$ cat src/rtl/tc_dev_if.sv
// tc_dev_if: bridge-bus view of the tc_dev timer.
// The CPU bridge is the master; the timer answers as the slave.
interface tc_dev_if;
   logic        Sel;
   logic        WE;
   logic [31:0] Addr;
   logic [31:0] Din;
   logic [31:0] Dout;
   logic        IRQ;

   modport master (
      output Sel, WE, Addr, Din,
      input  Dout, IRQ
   );

   modport slave (
      input  Sel, WE, Addr, Din,
      output Dout, IRQ
   );
endinterface

$ cat src/rtl/tc_dev.sv
// tc_dev: countdown timer peripheral on the external bridge bus.
// Registers CTRL, PRESET, COUNT plus a maskable interrupt line.
module tc_dev #(
   parameter int CNT_W = 32
) (
   input  logic    Clk,
   input  logic    Reset,
   tc_dev_if.slave bus
);

   typedef enum logic [1:0] {
      IDLE,
      LOAD,
      CNT,
      INT
   } state_e;

   localparam logic [1:0] A_CTRL = 2'b00;
   localparam logic [1:0] A_PRE  = 2'b01;
   localparam logic [1:0] A_CNT  = 2'b10;

   state_e           state_q;
   logic [3:0]       ctrl_q;
   logic [CNT_W-1:0] preset_q;
   logic [CNT_W-1:0] count_q;
   logic             irq_q;

   logic       wr;
   logic       wr_ctrl;
   logic       wr_pre;
   logic [1:0] reg_sel;
   logic       en;
   logic       auto_rl;
   logic       unused_addr;

   assign reg_sel     = bus.Addr[3:2];
   assign unused_addr = ^{bus.Addr[31:4], bus.Addr[1:0]};
   assign wr          = bus.Sel & bus.WE;
   assign wr_ctrl     = wr & (reg_sel == A_CTRL);
   assign wr_pre      = wr & (reg_sel == A_PRE);
   assign en          = ctrl_q[0];
   assign auto_rl     = (ctrl_q[2:1] == 2'b01);

   // CPU writes are placed after the FSM so they win on CTRL,
   // while an FSM set of the flag is placed after the write clear.
   always_ff @(posedge Clk or posedge Reset) begin
      if (Reset) begin
         state_q  <= IDLE;
         ctrl_q   <= '0;
         preset_q <= '0;
         count_q  <= '0;
         irq_q    <= 1'b0;
      end else begin
         if (wr_ctrl || wr_pre) begin
            irq_q <= 1'b0;
         end
         if (wr_pre) begin
            preset_q <= CNT_W'(bus.Din);
         end
         unique case (state_q)
            IDLE: begin
               if (en) begin
                  state_q <= LOAD;
               end
            end
            LOAD: begin
               count_q <= preset_q;
               state_q <= CNT;
            end
            CNT: begin
               if (!en) begin
                  state_q <= IDLE;
               end else if (count_q > CNT_W'(1)) begin
                  count_q <= count_q - CNT_W'(1);
               end else begin
                  count_q <= '0;
                  irq_q   <= 1'b1;
                  state_q <= INT;
               end
            end
            INT: begin
               state_q <= IDLE;
               if (auto_rl) begin
                  irq_q <= 1'b0;
               end else begin
                  ctrl_q[0] <= 1'b0;
               end
            end
            default: begin
               state_q <= IDLE;
            end
         endcase
         if (wr_ctrl) begin
            ctrl_q <= bus.Din[3:0];
         end
      end
   end

   always_comb begin
      bus.Dout = '0;
      case (reg_sel)
         A_CTRL:  bus.Dout = {28'h0, ctrl_q};
         A_PRE:   bus.Dout = 32'(preset_q);
         A_CNT:   bus.Dout = 32'(count_q);
         default: bus.Dout = '0;
      endcase
   end

   assign bus.IRQ = irq_q & ctrl_q[3];

endmodule

$ cat src/flat_wrapper.sv
// flat-port wrapper written by rule: the top's interface ports become plain ports
module tc_dev_flat 
#(
   parameter int CNT_W = 32
)
  (Clk, Reset, bus_Sel, bus_WE, bus_Addr, bus_Din, bus_Dout, bus_IRQ);
  tc_dev_if bus_i ();
  input  logic Clk;
  input  logic Reset;
  input wire logic [$bits(bus_i.Sel)-1:0] bus_Sel;
  input wire logic [$bits(bus_i.WE)-1:0] bus_WE;
  input wire logic [$bits(bus_i.Addr)-1:0] bus_Addr;
  input wire logic [$bits(bus_i.Din)-1:0] bus_Din;
  output wire logic [$bits(bus_i.Dout)-1:0] bus_Dout;
  output wire logic [$bits(bus_i.IRQ)-1:0] bus_IRQ;
  assign bus_i.Sel = bus_Sel;
  assign bus_i.WE = bus_WE;
  assign bus_i.Addr = bus_Addr;
  assign bus_i.Din = bus_Din;
  assign bus_Dout = bus_i.Dout;
  assign bus_IRQ = bus_i.IRQ;
  tc_dev #(.CNT_W(CNT_W)) u_core (.Clk(Clk), .Reset(Reset), .bus(bus_i));
endmodule
$ cat config.mk
export PLATFORM = sky130hd
export DESIGN_NAME = tc_dev_flat
export DESIGN_NICKNAME = d
export VERILOG_FILES = /design/src/rtl/tc_dev_if.sv /design/src/rtl/tc_dev.sv /design/src/flat_wrapper.sv
export SDC_FILE = /design/constraint.sdc
export NUM_CORES = 1
export LEC_CHECK = 0
export CORE_AREA = 2 2 95 97
export DETAILED_ROUTE_END_ITERATION = 12
export DIE_AREA = 0 0 97 99
export MAX_ROUTING_LAYER = met4
export PLACE_DENSITY = 0.91
export SYNTH_ARGS = -nofsm -noshare
export SYNTH_HDL_FRONTEND = slang
export SYNTH_SLANG_ARGS = --single-unit
$ cat constraint.sdc
create_clock -name Clk -period 2.7 [get_ports Clk]
set_input_delay 0.54 -clock Clk [delete_from_list [all_inputs] [get_ports Clk]]
set_output_delay 0.54 -clock Clk [all_outputs]
set_load 0.005 [all_outputs]
# Word level (Yosys, flattened, before mapping)
# Index checks and enable logic that the tools add are counted.
# word_totals
regBits	71
inputBits	68
word_cells	46
# op_classes
add_sub_neg	1
magnitude_cmp	1
n_eq_ne	10
n_mux	16
bitwise_logic	4
n_reduce_logical	8
# op_table
op	n
$pmux 32 s3	1
$mux 32	2
$pmux 32 s2	1
$gt 32x1->1 const B	1
$sub 32x1->32 const B	1
$pmux 2 s4	1
$mux 1	7
$eq 2x1->1 const B	3
$eq 2x2->1 const B	3
$mux 2	3
$ne 2x1->1 const B	3
$reduce_and 2->1	3
$and 1x1->1	4
$logic_not 2->1	2
$reduce_bool 2->1	2
$ne 3x3->1 const B	1
$pmux 1 s2	1
$logic_or 1x1->1	1

# Longest topological paths before layout
# Gate-level depths: netlist (run 1).
# depth
word_depth	7
mapped_depth	9

# Least setup slack after synthesis (run 1)
# Ideal clock, no wire load.
# synth_path
path_type	reg2reg
start	register u_core.count_q[8]
end	register u_core.count_q[20]
setup_ps	121
t_arrival_ps	2213
slack_ps	366
stages_incl_launch_ff	9
cell_sequence	dfrtp_1 buf_6 or3_1 buf_2 or3_1 buf_2 or3_4 a31o_1 a22o_1
# synth_via
elab_chain_len	4
elab_cells_between_ends	5
cone_classes	1 x add/sub; 1 x order compare; 3 x mux
# synth_lines
element	line	text
from (decl)	tc_dev.sv:25	logic [CNT_W-1:0] count_q;
from (signal assigned)	tc_dev.sv:67	count_q <= preset_q;
from (signal assigned)	tc_dev.sv:74	count_q <= count_q - CNT_W'(1);
$sub 32x1->32 / $gt 32x1->1 (equally long branches)	tc_dev.sv:74, tc_dev.sv:73	
$mux 32 *	tc_dev.sv:73	end else if (count_q > CNT_W'(1)) begin
$mux 32 *	tc_dev.sv:71	if (!en) begin
$pmux 32 s2 *	tc_dev.sv:60	unique case (state_q)
# Every way passes the cells marked *; elsewhere a longest branch is shown, timed or not. The select of a mux whose other input is x is not followed.
# A chain may end at the register's enable or synchronous reset.

# Final worst setup path (run 1)
# layout_path
start	register u_core.count_q[5]
end	register u_core.count_q[15]
# Same word-level chain as after synthesis.

==> results_dict.tcl, run 1 <==
set metrics [dict create \
    outcome "finished clean" \
    mostFrequentLayoutCell "dfrtp_1" \
    finalPower_mw 4.89 \
    critPathArrivalTime_ps 2820 \
    ys_types 55 \
    path_class "register to register" \
    p_per_area_nw_per_um2 921 \
    worst_slew_pin_slew_ps 827 \
    grt_pass1_vias 3985 \
    ff2ff_path_depth 6 \
    root_buffer "clkbuf_8" \
    cp.depth 6 \
    period_needed_ps 2550 \
    ios 101 \
    p_int_mw 2.82 \
    area_delta_synth_final_pct 26.9 \
    wirelength_mm 11.7 \
    path_delay_family "simple AND/OR/NAND/NOR gates" \
    p_leak_nw 2.15 \
    antenna_found_initial 0 \
    cp_max_fo 12 \
    drc 0 \
    clock_latency_ps 360 \
    startpoint "u_core.count_q[5]$_DFFE_PP0P_" \
    fmax_mhz 392 \
    groute.usage.overall_pct 26.1 \
    die_w_um 97 \
    holdBufCountCts 0 \
    ir_drop_mv 0.423 \
    cp.required_ps 2970 \
    synth_area_um2 4180 \
    fillers 681 \
    cp_cell_sequence "or4_1, or2_1, buf_4, nor2_1, a32oi_1, o221ai_1" \
    slew_headroom_pct 44.9 \
    drive_above_1_share_pct 18.5 \
    dp_hpwl_mm 7.90 \
    wl_per_cell_um 19.3 \
    start_kind "register" \
    slowest_delay_ps 700 \
    rows 34 \
    ys_warn_count 0 \
    final_cell_mix "dfrtp_1 (71), clkdlybuf4s50_1 (68), a22o_1 (36)" \
    endpoint "u_core.count_q[15]$_DFFE_PP0P_" \
    maxSlewViolCount 0 \
    async_flop_share_pct 100 \
    r2r_slack_ps 150 \
    grt-ovfl-total 0 \
    cts_buffer_depth 2 \
    rr_startpoint "u_core.count_q[5]$_DFFE_PP0P_" \
    ant_nets 0 \
    yosysSeqAreaShare_pct 42.5 \
    worstHoldPathType "register to register" \
    synth_nets 492 \
    reg2reg_to "u_core.count_q[15]$_DFFE_PP0P_" \
    comb_power_share_pct 45.1 \
    synth-main-ff-cell "dfrtp_1" \
    fp.dieH_um 99 \
    via_per_inst 6.55 \
    cts-htree-levels 3 \
    synth_cells 422 \
    swShare_pct 42.2 \
    clock_skew_ps 12.2 \
    cap_violations 0 \
    pwr-share-clk_pct 15.8 \
    start_util_pct 48.9 \
    end_kind "register" \
    setup_viol_count_final 0 \
    gp_congestion 0.957 \
    synth-seq-cells 71 \
    clock_sinks 71 \
    avgSynthCellArea_um2 9.91 \
    drt_iter0_drc 304 \
    diodes 0 \
    synth_edf_count 0 \
    critical-path-slowest-cell "or4_1" \
    clk_pin_slew_worst_paths_ps 80 \
    grt_max_degree 72 \
    fin_nets 563 \
    placedCellCount 590 \
    grt_pass1_wl_mm 19.8 \
    period_share_pct 94.6 \
    coreArea_um2 8550 \
    rsz0062_at_grt "false" \
    pwr-share-seq_pct 39.1 \
    switchingPower_mw 2.06 \
    die_area_um2 9600 \
    crit_buf_inv 1 \
    fin_cells 606 \
    numCtsBuffers 9 \
    hold_viol_final 0 \
    dr.pass1.iters 7 \
    portBuffers 70 \
    num_vias 3971 \
    cts_tree "yes" \
]
==> layout make-up <==
class | count | area [um2] | share of cell area [%]
timing repair buffer | 97 | 951 | 17.9
clock buffer | 10 | 138 | 2.59
tap | 108 | 135 | 2.55
inverter | 10 | 37.5 | 0.708
sequential | 71 | 1780 | 33.5
clock inverter | 6 | 36.3 | 0.684
multi-input combinational | 304 | 2230 | 42.0
==> through the flow <==
| step | utilization [%] | hold WS (ps) | setup slack (ps) | TNS [ps] | cell area (um2) |
|---|---|---|---|---|---|
| final | 62.0 | 526 | 146 | 0 | 5300 |
| after global routing | 62.0 | 551 | 60.8 | 0 | 5300 |
| after CTS | 61.9 | 523 | 42.6 | 0 | 5290 |
| after detailed placement | 59.8 | 504 | -66.0 | -1170 | 5110 |
| after global placement | 59.8 | 495 | -68.7 | -1130 | 5110 |
| after floorplan | - | 470 | 363 | 0 | 4180 |
==> Yosys cell counts, types with 7 or more instances <==
| cell | count | area (um2) |
|---|---|---|
| o21ai_0 | 13 | 65.1 |
| clkbuf_1 | 23 | 86.3 |
| nand3_1 | 8 | 40.0 |
| a22o_1 | 36 | 315 |
| a22oi_1 | 8 | 60.1 |
| nor2_1 | 20 | 75.1 |
| nor3_1 | 15 | 75.1 |
| nand4_1 | 9 | 56.3 |
| o31ai_1 | 10 | 75.1 |
| nand2_1 | 27 | 101 |
| or3_1 | 13 | 81.3 |
| or4_1 | 7 | 52.6 |
| inv_1 | 9 | 33.8 |
| a21oi_1 | 9 | 45.0 |
| mux2_2 | 35 | 394 |
| dfrtp_1 | 71 | 1780 |
==> state kept, by name, summed over array words and instances, names as in the netlist <==
signal,flops
u_core.preset_q,32
u_core.irq_q,1
u_core.state_q,2
u_core.ctrl_q,4
u_core.count_q,32
==> worst register-to-register path, stage by stage, from the launching register on <==
cell	delay, ps
dfrtp_1	460
or4_1	700
or2_1	450
buf_4	220
nor2_1	240
a32oi_1	170
o221ai_1	220
==> cells by family after synthesis <==
| group | Yosys count | synth area share, % |
|---|---|---|
| adder cells (fa/ha/maj) | 2 | 0.599 |
| buffers and inverters | 47 | 4.85 |
| flip-flops | 71 | 42.5 |
| multiplexers | 41 | 10.9 |
| AND/OR/NAND/NOR | 138 | 18.4 |
| AO/OA/AOI/OAI | 123 | 22.7 |
==> per-layer routing <==
metal / vias to the layer above / track usage, % / wire [um]
li1: 1769 / - / -
met1: 1941 / 32.7 / 4720
met2: 217 / 41.8 / 5780
met3: 44 / 4.68 / 829
met4: 0 / 11.5 / 357
met5: - / - / 0
==> how the worst min path moves through the flow <==
stage,start,end,slack [ps],cells past startpoint
CTS,u_core.count_q[7]$_DFFE_PP0P_,u_core.count_q[7]$_DFFE_PP0P_,520,1
global placement,u_core.count_q[7]$_DFFE_PP0P_,u_core.count_q[7]$_DFFE_PP0P_,490,1
detailed placement,u_core.preset_q[21]$_DFFE_PP0P_,u_core.count_q[21]$_DFFE_PP0P_,500,2
finish,u_core.preset_q[21]$_DFFE_PP0P_,u_core.count_q[21]$_DFFE_PP0P_,530,2
floorplan,u_core.count_q[7]$_DFFE_PP0P_,u_core.count_q[7]$_DFFE_PP0P_,470,1
global route,u_core.count_q[7]$_DFFE_PP0P_,u_core.count_q[7]$_DFFE_PP0P_,550,1
==> repair_timing <==
| action | CTS | global route |
|---|---|---|
| resized for setup | 4 | 2 |
| endpoints found under the hold margin | 0 | 0 |
| setup buffers | 0 | 0 |
| endpoints found under the setup margin | 32 | 10 |
==> power groups by stage <==
| stage | logic (mW) | registers (mW) | clock network (mW) |
|---|---|---|---|
| 2_1_floorplan | 1.49 | 1.74 | 0 |
| 3_3_place_gp | 2.04 | 1.86 | 0 |
| 3_5_place_dp | 2.14 | 1.90 | 0 |
| 4_1_cts | 2.17 | 1.88 | 0.780 |
| 5_1_grt | 2.42 | 1.96 | 0.830 |
| 6_report | 2.20 | 1.91 | 0.774 |
Note: power is estimated with default switching activity, not from simulation.
==> run 2, diff against run 1 <==
CAP_MARGIN = 20   (was default)
==> results of run 2 <==
No change in the layout: final DEF, timing and power equal those of run 1.
==> run 3, diff against run 2 <==
CTS_CLUSTER_SIZE = 12   (was default)
==> results of run 3 <==
No change in the layout: final DEF, timing and power equal those of run 1.
